**config.mk**
```make
export PLATFORM = sky130hd
export DESIGN_NAME = sc_statemachine_player_ctrl
export DESIGN_NICKNAME = d
export VERILOG_FILES = /design/src/rtl/sc_statemachine_pkg.sv /design/src/rtl/sc_statemachine_player_ctrl_timer.sv /design/src/rtl/sc_statemachine_player_ctrl.sv
export SDC_FILE = /design/constraint.sdc
export NUM_CORES = 1
export LEC_CHECK = 0
export ABC_CLOCK_PERIOD_IN_PS = 4200
export CAP_MARGIN = 15
export CORE_UTILIZATION = 52
export DETAILED_ROUTE_END_ITERATION = 10
export GPL_ROUTABILITY_DRIVEN = 0
export MAX_ROUTING_LAYER = met4
export PLACE_DENSITY = 0.81
export SLEW_MARGIN = 5
export SYNTH_ARGS = -nofsm -noshare
export SYNTH_HDL_FRONTEND = slang
export SYNTH_SLANG_ARGS = --single-unit
```
**constraint.sdc**
```tcl
create_clock -name SC_STATEMACHINE_PLAYER_CTRL_CLOCK_50 -period 4.2 [get_ports SC_STATEMACHINE_PLAYER_CTRL_CLOCK_50]
set_clock_uncertainty 0.05 [all_clocks]
set_input_delay 1.26 -clock SC_STATEMACHINE_PLAYER_CTRL_CLOCK_50 [delete_from_list [all_inputs] [get_ports SC_STATEMACHINE_PLAYER_CTRL_CLOCK_50]]
set_output_delay 1.26 -clock SC_STATEMACHINE_PLAYER_CTRL_CLOCK_50 [all_outputs]
set_load 0.01 [all_outputs]
```
**src/rtl/sc_statemachine_pkg.sv**
```systemverilog
// -----------------------------------------------------------------------------
// sc_statemachine_pkg
// Purpose : shared state codes, shift-select codes and small helpers for the
//           player input controller and its repeat timer.
// Ports   : none (package)
// -----------------------------------------------------------------------------
package sc_statemachine_pkg;

   typedef enum logic [2:0] {
      STATE_RESET    = 3'd0,
      STATE_IDLE     = 3'd1,
      STATE_INIT     = 3'd2,
      STATE_LEFT     = 3'd3,
      STATE_RIGHT    = 3'd4,
      STATE_HOLD     = 3'd5,
      STATE_WAIT_REL = 3'd6
   } playerState_t;

   localparam logic [1:0] SHIFT_NONE  = 2'b11;
   localparam logic [1:0] SHIFT_LEFT  = 2'b01;
   localparam logic [1:0] SHIFT_RIGHT = 2'b10;

   function automatic int maxInt(input int a, input int b);
      return (a > b) ? a : b;
   endfunction

endpackage

```
**src/rtl/sc_statemachine_player_ctrl_timer.sv**
```systemverilog
// -----------------------------------------------------------------------------
// sc_repeat_timer
// Purpose : down-counter pacing hold-to-repeat shifts. Load has priority over
//           decrement; the counter saturates at zero.
// Ports   : SC_REPEAT_TIMER_CLOCK_50         in  1      clock
//           SC_REPEAT_TIMER_RESET_InLow      in  1      synchronous active-low reset
//           SC_REPEAT_TIMER_load_InHigh      in  1      load loadValue
//           SC_REPEAT_TIMER_loadValue_In     in  CNT_W  reload value
//           SC_REPEAT_TIMER_decrement_InHigh in  1      count down one step
//           SC_REPEAT_TIMER_expired_Out      out 1      last cycle of the interval
// -----------------------------------------------------------------------------
module sc_repeat_timer #(
   parameter int CNT_W = 4
) (
   input  logic             SC_REPEAT_TIMER_CLOCK_50,
   input  logic             SC_REPEAT_TIMER_RESET_InLow,
   input  logic             SC_REPEAT_TIMER_load_InHigh,
   input  logic [CNT_W-1:0] SC_REPEAT_TIMER_loadValue_In,
   input  logic             SC_REPEAT_TIMER_decrement_InHigh,
   output logic             SC_REPEAT_TIMER_expired_Out
);

   logic [CNT_W-1:0] count;

   always_ff @(posedge SC_REPEAT_TIMER_CLOCK_50) begin
      if (!SC_REPEAT_TIMER_RESET_InLow) begin
         count <= '0;
      end else if (SC_REPEAT_TIMER_load_InHigh) begin
         count <= SC_REPEAT_TIMER_loadValue_In;
      end else if (SC_REPEAT_TIMER_decrement_InHigh && (count != '0)) begin
         count <= count - 1'b1;
      end
   end

   // A load of N followed by N-1 decrements lands on 1: the interval is
   // exactly N cycles from the load edge to the edge that acts on expiry.
   assign SC_REPEAT_TIMER_expired_Out = (count == CNT_W'(1));

endmodule

```
**src/rtl/sc_statemachine_player_ctrl.sv**
```systemverilog
// -----------------------------------------------------------------------------
// sc_statemachine_player_ctrl
// Purpose : decodes active-low start/left/right buttons into a one-cycle clear
//           pulse and shift-select codes for one player's shift register, with
//           edge limits, a game-enable gate and optional hold-to-repeat.
// Ports   : SC_STATEMACHINE_PLAYER_CTRL_CLOCK_50           in  1  clock
//           SC_STATEMACHINE_PLAYER_CTRL_RESET_InLow        in  1  sync active-low reset
//           SC_STATEMACHINE_PLAYER_CTRL_startButton_InLow  in  1  start/restart
//           SC_STATEMACHINE_PLAYER_CTRL_leftButton_InLow   in  1  move left
//           SC_STATEMACHINE_PLAYER_CTRL_rightButton_InLow  in  1  move right
//           SC_STATEMACHINE_PLAYER_CTRL_leftLimit_InLow    in  1  0 = at left edge
//           SC_STATEMACHINE_PLAYER_CTRL_rightLimit_InLow   in  1  0 = at right edge
//           SC_STATEMACHINE_PLAYER_CTRL_enable_InHigh      in  1  moves accepted
//           SC_STATEMACHINE_PLAYER_CTRL_clear_OutLow       out 1  clear pulse
//           SC_STATEMACHINE_PLAYER_CTRL_shiftselection_Out out 2  11 hold/01 L/10 R
//           SC_STATEMACHINE_PLAYER_CTRL_state_Out          out 3  state code
//
// state    | meaning
// ---------+------------------------------------------------------------
// RESET    | just out of reset, outputs idle
// IDLE     | waiting for start or a move request
// INIT     | clear pulse to the datapath
// LEFT     | one left shift pulse
// RIGHT    | one right shift pulse
// HOLD     | button held, timing the next repeat
// WAIT_REL | waiting for every button to be released
// -----------------------------------------------------------------------------
module sc_statemachine_player_ctrl
   import sc_statemachine_pkg::*;
#(
   parameter bit AUTOREPEAT    = 1'b1,
   parameter int REPEAT_DELAY  = 12,
   parameter int REPEAT_PERIOD = 4
) (
   input  logic       SC_STATEMACHINE_PLAYER_CTRL_CLOCK_50,
   input  logic       SC_STATEMACHINE_PLAYER_CTRL_RESET_InLow,
   input  logic       SC_STATEMACHINE_PLAYER_CTRL_startButton_InLow,
   input  logic       SC_STATEMACHINE_PLAYER_CTRL_leftButton_InLow,
   input  logic       SC_STATEMACHINE_PLAYER_CTRL_rightButton_InLow,
   input  logic       SC_STATEMACHINE_PLAYER_CTRL_leftLimit_InLow,
   input  logic       SC_STATEMACHINE_PLAYER_CTRL_rightLimit_InLow,
   input  logic       SC_STATEMACHINE_PLAYER_CTRL_enable_InHigh,
   output logic       SC_STATEMACHINE_PLAYER_CTRL_clear_OutLow,
   output logic [1:0] SC_STATEMACHINE_PLAYER_CTRL_shiftselection_Out,
   output logic [2:0] SC_STATEMACHINE_PLAYER_CTRL_state_Out
);

   localparam int CNT_W = $clog2(maxInt(REPEAT_DELAY, REPEAT_PERIOD) + 1);
   localparam logic [CNT_W-1:0] DELAY_LOAD  = CNT_W'(REPEAT_DELAY);
   localparam logic [CNT_W-1:0] PERIOD_LOAD = CNT_W'(REPEAT_PERIOD);

   playerState_t     stateReg;
   playerState_t     stateNext;
   logic             holdLeft;
   logic             startPressed;
   logic             leftPressed;
   logic             rightPressed;
   logic             heldPressed;
   logic             otherPressed;
   logic             holdLimitFree;
   logic             timerLoad;
   logic             timerDecrement;
   logic             timerExpired;
   logic [CNT_W-1:0] timerLoadValue;

   assign startPressed = ~SC_STATEMACHINE_PLAYER_CTRL_startButton_InLow;
   assign leftPressed  = ~SC_STATEMACHINE_PLAYER_CTRL_leftButton_InLow;
   assign rightPressed = ~SC_STATEMACHINE_PLAYER_CTRL_rightButton_InLow;

   // holdLeft remembers which side is being repeated while in HOLD.
   assign heldPressed   = holdLeft ? leftPressed  : rightPressed;
   assign otherPressed  = holdLeft ? rightPressed : leftPressed;
   assign holdLimitFree = holdLeft ? SC_STATEMACHINE_PLAYER_CTRL_leftLimit_InLow
                                   : SC_STATEMACHINE_PLAYER_CTRL_rightLimit_InLow;

   always_comb begin
      stateNext = stateReg;
      case (stateReg)
         STATE_RESET: stateNext = STATE_IDLE;
         STATE_IDLE: begin
            if (startPressed) begin
               stateNext = STATE_INIT;
            end else if (SC_STATEMACHINE_PLAYER_CTRL_enable_InHigh && leftPressed &&
                         !rightPressed && SC_STATEMACHINE_PLAYER_CTRL_leftLimit_InLow) begin
               stateNext = STATE_LEFT;
            end else if (SC_STATEMACHINE_PLAYER_CTRL_enable_InHigh && rightPressed &&
                         !leftPressed && SC_STATEMACHINE_PLAYER_CTRL_rightLimit_InLow) begin
               stateNext = STATE_RIGHT;
            end
         end
         STATE_INIT:  stateNext = STATE_WAIT_REL;
         STATE_LEFT:  stateNext = (AUTOREPEAT && leftPressed)  ? STATE_HOLD : STATE_WAIT_REL;
         STATE_RIGHT: stateNext = (AUTOREPEAT && rightPressed) ? STATE_HOLD : STATE_WAIT_REL;
         STATE_HOLD: begin
            if (!heldPressed || otherPressed || startPressed ||
                !SC_STATEMACHINE_PLAYER_CTRL_enable_InHigh) begin
               stateNext = STATE_WAIT_REL;
            end else if (timerExpired && holdLimitFree) begin
               stateNext = holdLeft ? STATE_LEFT : STATE_RIGHT;
            end
         end
         STATE_WAIT_REL: begin
            if (!startPressed && !leftPressed && !rightPressed) begin
               stateNext = STATE_IDLE;
            end
         end
         default: stateNext = STATE_IDLE;
      endcase
   end

   // The timer runs from the pulse cycle onwards so that the pulse-to-pulse
   // spacing equals the load value. An expiry while blocked by the limit
   // reloads the period, keeping later repeats on the period grid.
   assign timerLoad      = (stateNext == STATE_LEFT) || (stateNext == STATE_RIGHT) ||
                           ((stateReg == STATE_HOLD) && timerExpired);
   assign timerLoadValue = (stateReg == STATE_HOLD) ? PERIOD_LOAD : DELAY_LOAD;
   assign timerDecrement = (stateReg == STATE_LEFT) || (stateReg == STATE_RIGHT) ||
                           (stateReg == STATE_HOLD);

   sc_repeat_timer #(
      .CNT_W (CNT_W)
   ) u_repeatTimer (
      .SC_REPEAT_TIMER_CLOCK_50         (SC_STATEMACHINE_PLAYER_CTRL_CLOCK_50),
      .SC_REPEAT_TIMER_RESET_InLow      (SC_STATEMACHINE_PLAYER_CTRL_RESET_InLow),
      .SC_REPEAT_TIMER_load_InHigh      (timerLoad),
      .SC_REPEAT_TIMER_loadValue_In     (timerLoadValue),
      .SC_REPEAT_TIMER_decrement_InHigh (timerDecrement),
      .SC_REPEAT_TIMER_expired_Out      (timerExpired)
   );

   // Outputs are registered from the next-state decode, so they always match
   // the state register one-for-one.
   always_ff @(posedge SC_STATEMACHINE_PLAYER_CTRL_CLOCK_50) begin
      if (!SC_STATEMACHINE_PLAYER_CTRL_RESET_InLow) begin
         stateReg                                       <= STATE_RESET;
         holdLeft                                       <= 1'b0;
         SC_STATEMACHINE_PLAYER_CTRL_clear_OutLow       <= 1'b1;
         SC_STATEMACHINE_PLAYER_CTRL_shiftselection_Out <= SHIFT_NONE;
      end else begin
         stateReg                                 <= stateNext;
         SC_STATEMACHINE_PLAYER_CTRL_clear_OutLow <= (stateNext != STATE_INIT);
         if (stateNext == STATE_LEFT) begin
            holdLeft                                       <= 1'b1;
            SC_STATEMACHINE_PLAYER_CTRL_shiftselection_Out <= SHIFT_LEFT;
         end else if (stateNext == STATE_RIGHT) begin
            holdLeft                                       <= 1'b0;
            SC_STATEMACHINE_PLAYER_CTRL_shiftselection_Out <= SHIFT_RIGHT;
         end else begin
            SC_STATEMACHINE_PLAYER_CTRL_shiftselection_Out <= SHIFT_NONE;
         end
      end
   end

   assign SC_STATEMACHINE_PLAYER_CTRL_state_Out = stateReg;

endmodule

```
==> impl_metrics.py <==
metrics = {
    "worst_setup_path": {
        "crit-reg2reg-launch": "u_repeatTimer.count[1]$_SDFFE_PN0P_",
        "crit_slowest_cell": "o311ai_0",
        "critPathMaxStageDelay_ps": 670,
        "critical_path.n_buffers_inverters": 1,
        "worstRegToRegCells": 7,
        "worstPathArrival_ps": 3200,
        "startpoint_type": "input port",
        "cp-end-kind": "flop",
        "timing.critical_path.max_delay_family": "compound AO/OA/AOI/OAI gates",
        "timing.setup.critical_path_class": "in -> reg",
        "cp_max_fanout": 8,
        "cp_data_required_time_ps": 4310,
        "r2r_end": "SC_STATEMACHINE_PLAYER_CTRL_shiftselection_Out[1]$_SDFF_PN1_",
        "setup.reg_to_reg.worst_slack_ps": 2140,
        "worstPathCellList": "clkdlybuf4s50_1 > and3b_1 > o211ai_1 > o311ai_0 > and2_2 > nand3_1",
    },
    "timing": {
        "maxSlewViolCount": 0,
        "totalNegativeSetupSlack_ps": 0,
        "final.hold.worst_slack_ps": 494,
        "final_worst_path_period_share": 0.737,
        "setup_repair_after_global_routing_missed_its_margin": "no",
        "finalWorstPathRequiredPeriod_ps": 3100,
        "final_hold_viol_count": 0,
        "setup_viol": 0,
        "worst_slack_ps": 1100,
        "fmax_mhz": 323,
        "worst_pin_slew_ps": 708,
        "timing.max_slew.rel_slack": 0.522,
    },
    "clock_tree": {
        "cts_num_sinks": 11,
        "cts_buffer_depth": 2,
        "cts_setup_buffers": 0,
        "cts.repair.resized": 0,
        "tritoncts": "done",
        "clock_tree.htree_level_count": 1,
        "clkSlewWorstSetupHoldPaths_ps": 70,
        "cts_inserted_buffers": 3,
        "clk_root_buf": "clkbuf_4",
        "clock_insertion_delay_worst_skew_ps": 280,
        "postCtsHoldBufs": 0,
    },
    "finish": {
        "drive_above_1_share": 0.0808,
        "diodes": 0,
        "p_r_area_growth_vs_syn_pct": 24.4,
        "nNetsFinal": 110,
    },
    "route": {
        "drt-wirelength-per-cell_um": 13.1,
        "remaining_drc_errors": 0,
        "drt-initial-drc-count": 20,
        "routed_wl_mm": 1.48,
        "dr_total_vias": 670,
        "postRouteAntennaNets": 0,
        "drt_first_pass_iters": 4,
        "via_to_cell_ratio": 5.93,
    },
    "logic_synthesis": {
        "post-synth-top-count-cell": "dfxtp_1",
        "post_synth_inst_count": 83,
        "leading_cell_types_by_count_after_synthesis": "11 x dfxtp_1, 6 x inv_1, 6 x nand2_1, 6 x nand3_1, 6 x nor2_1",
        "synth_seq_area_share": 0.318,
        "async_reset_ff_frac": 0,
        "post_synth.cell_area_avg_um2": 8.34,
        "netlist_area_pre_place_um2": 692,
        "synth_top_cell_by_area": "dfxtp_1",
        "synth_ff_type": "dfxtp_1",
        "synth-edff-count": 0,
        "syn-num-nets": 93,
        "synth.top_cell.area_share": 0.318,
        "synth.ff_latch_count": 11,
        "synthesis.yosys.warnings": 0,
        "cells_taking_the_most_area_after_synthesis": "dfxtp_1 32%, nand3_1 4.3%, and3b_1 3.8%",
        "synthDistinctLibCells": 41,
    },
    "die": {
        "core_area_mm2": 0.00117,
        "start_util": 0.591,
        "row_count": 12,
        "die_width_um": 38.5,
        "die_height_um": 38.5,
        "pin_count": 14,
        "die-area_mm2": 0.00148,
    },
    "worst_hold_path": {
        "worst_hold_startpoint": "holdLeft$_SDFFE_PN0P_",
        "min-delay-path-class": "reg -> reg",
        "hold_path_depth": 2,
        "hold-path-endpoint": "holdLeft$_SDFFE_PN0P_",
    },
    "flow_run": {
        "timing.max_cap.violations": 0,
    },
    "global_route": {
        "grt_pass1_wl_mm": 2.48,
        "vias_in_the_first_global_route": 560,
        "grt_usage": 0.263,
        "grt_remaining_overflow": 0,
        "grt_start_max_net_pins": 11,
        "grt_antenna_before_repair": 0,
    },
    "power": {
        "powerDensity_mw_per_mm2": 536,
        "vdd_ir_drop_max_uv": 281,
        "leak_uw": 0.000317,
    },
    "placed_design": {
        "pre_cts_ws_ps": 796,
        "place.port_buffers": 13,
        "dp_hpwl_mm": 1.16,
    },
    "status": {
        "run_status": "finished, final reports clean",
    },
}
[sequential cells by signal, summed over array words and instances, names as in the netlist]
register,count
u_repeatTimer.count,4
SC_STATEMACHINE_PLAYER_CTRL_state_Out,3
SC_STATEMACHINE_PLAYER_CTRL_shiftselection_Out,2
SC_STATEMACHINE_PLAYER_CTRL_clear_OutLow,1
holdLeft,1
[report_power, final]
part | total (µW) | switching (µW) | leakage [µW] | internal [µW]
Sequential | 171 | 35.4 | 0.0000907 | 135
Combinational | 215 | 106 | 0.000212 | 109
Clock | 75.6 | 38.7 | 0.0000150 | 36.9
[worst register-to-register path, stage by stage (launching register included)]
cell,delay [ps]
dfxtp_1,350
inv_1,70
ha_1,170
nor3b_1,160
and3b_1,190
o311ai_0,600
and2_2,270
nand3_1,80
[stage by stage]
step	area, µm²	util	power, µW	std cells
floorplan	692	-	322	83
global placement	835	0.713	385	109
detailed placement	835	0.713	385	109
CTS	861	0.735	463	113
global route	861	0.735	499	113
finish	861	0.735	461	113
[worst max path at each step]
| stage | endpoint | startpoint | slack (ps) | depth (start not counted) |
|---|---|---|---|---|
| floorplan | SC_STATEMACHINE_PLAYER_CTRL_shiftselection_Out[0]$_SDFF_PP1_ | SC_STATEMACHINE_PLAYER_CTRL_leftButton_InLow | 1540 | 5 |
| global placement | holdLeft$_SDFFE_PN0P_ | SC_STATEMACHINE_PLAYER_CTRL_leftButton_InLow | 860 | 6 |
| detailed placement | SC_STATEMACHINE_PLAYER_CTRL_shiftselection_Out[1]$_SDFF_PN1_ | SC_STATEMACHINE_PLAYER_CTRL_leftButton_InLow | 800 | 6 |
| CTS | SC_STATEMACHINE_PLAYER_CTRL_shiftselection_Out[1]$_SDFF_PN1_ | SC_STATEMACHINE_PLAYER_CTRL_leftButton_InLow | 1090 | 6 |
| global route | SC_STATEMACHINE_PLAYER_CTRL_shiftselection_Out[1]$_SDFF_PN1_ | SC_STATEMACHINE_PLAYER_CTRL_leftButton_InLow | 950 | 6 |
| finish | SC_STATEMACHINE_PLAYER_CTRL_shiftselection_Out[1]$_SDFF_PN1_ | SC_STATEMACHINE_PLAYER_CTRL_rightButton_InLow | 1100 | 6 |
[layout make-up]
type	count	area, µm²
multi-input combinational	65	444
fill	98	310
sequential	11	220
timing repair buffer	13	130
clock buffer	4	26.3
inverter	6	22.5
tap	14	17.5
[kinds of logic (layout without fill, tap and decap cells)]
| logic type | count (synthesis) | in the layout | share of synthesized area |
|---|---|---|---|
| AND/OR/NAND/NOR | 39 | 39 | 0.327 |
| buffers and inverters | 7 | 23 | 0.0398 |
| adder cells (fa/ha/maj) | 2 | 2 | 0.0362 |
| XOR/XNOR | 2 | 2 | 0.0253 |
| flip-flops | 11 | 11 | 0.318 |
| AO/OA/AOI/OAI | 22 | 22 | 0.253 |
[per-layer routing]
metal | GRT usage | vias up | wire length [µm]
met3 | 0.105 | 2 | 72
met1 | 0.345 | 298 | 764
met2 | 0.360 | 20 | 627
li1 | - | 350 | -
met5 | - | - | 0
met4 | 0.103 | 0 | 14
[cells in the final DEF, fill, tap and decap left out, types with 2 or more instances in the layout]
master / count
and3b_1: 3
nand4b_1: 2
clkbuf_4: 3
nand3_1: 6
nor3_1: 3
clkdlybuf4s50_1: 13
ha_1: 2
a21oi_1: 3
nor2_1: 6
nor3b_1: 2
dfxtp_1: 11
inv_1: 6
o21ai_0: 4
nand2_1: 6
(Power assumes the default switching activity.)
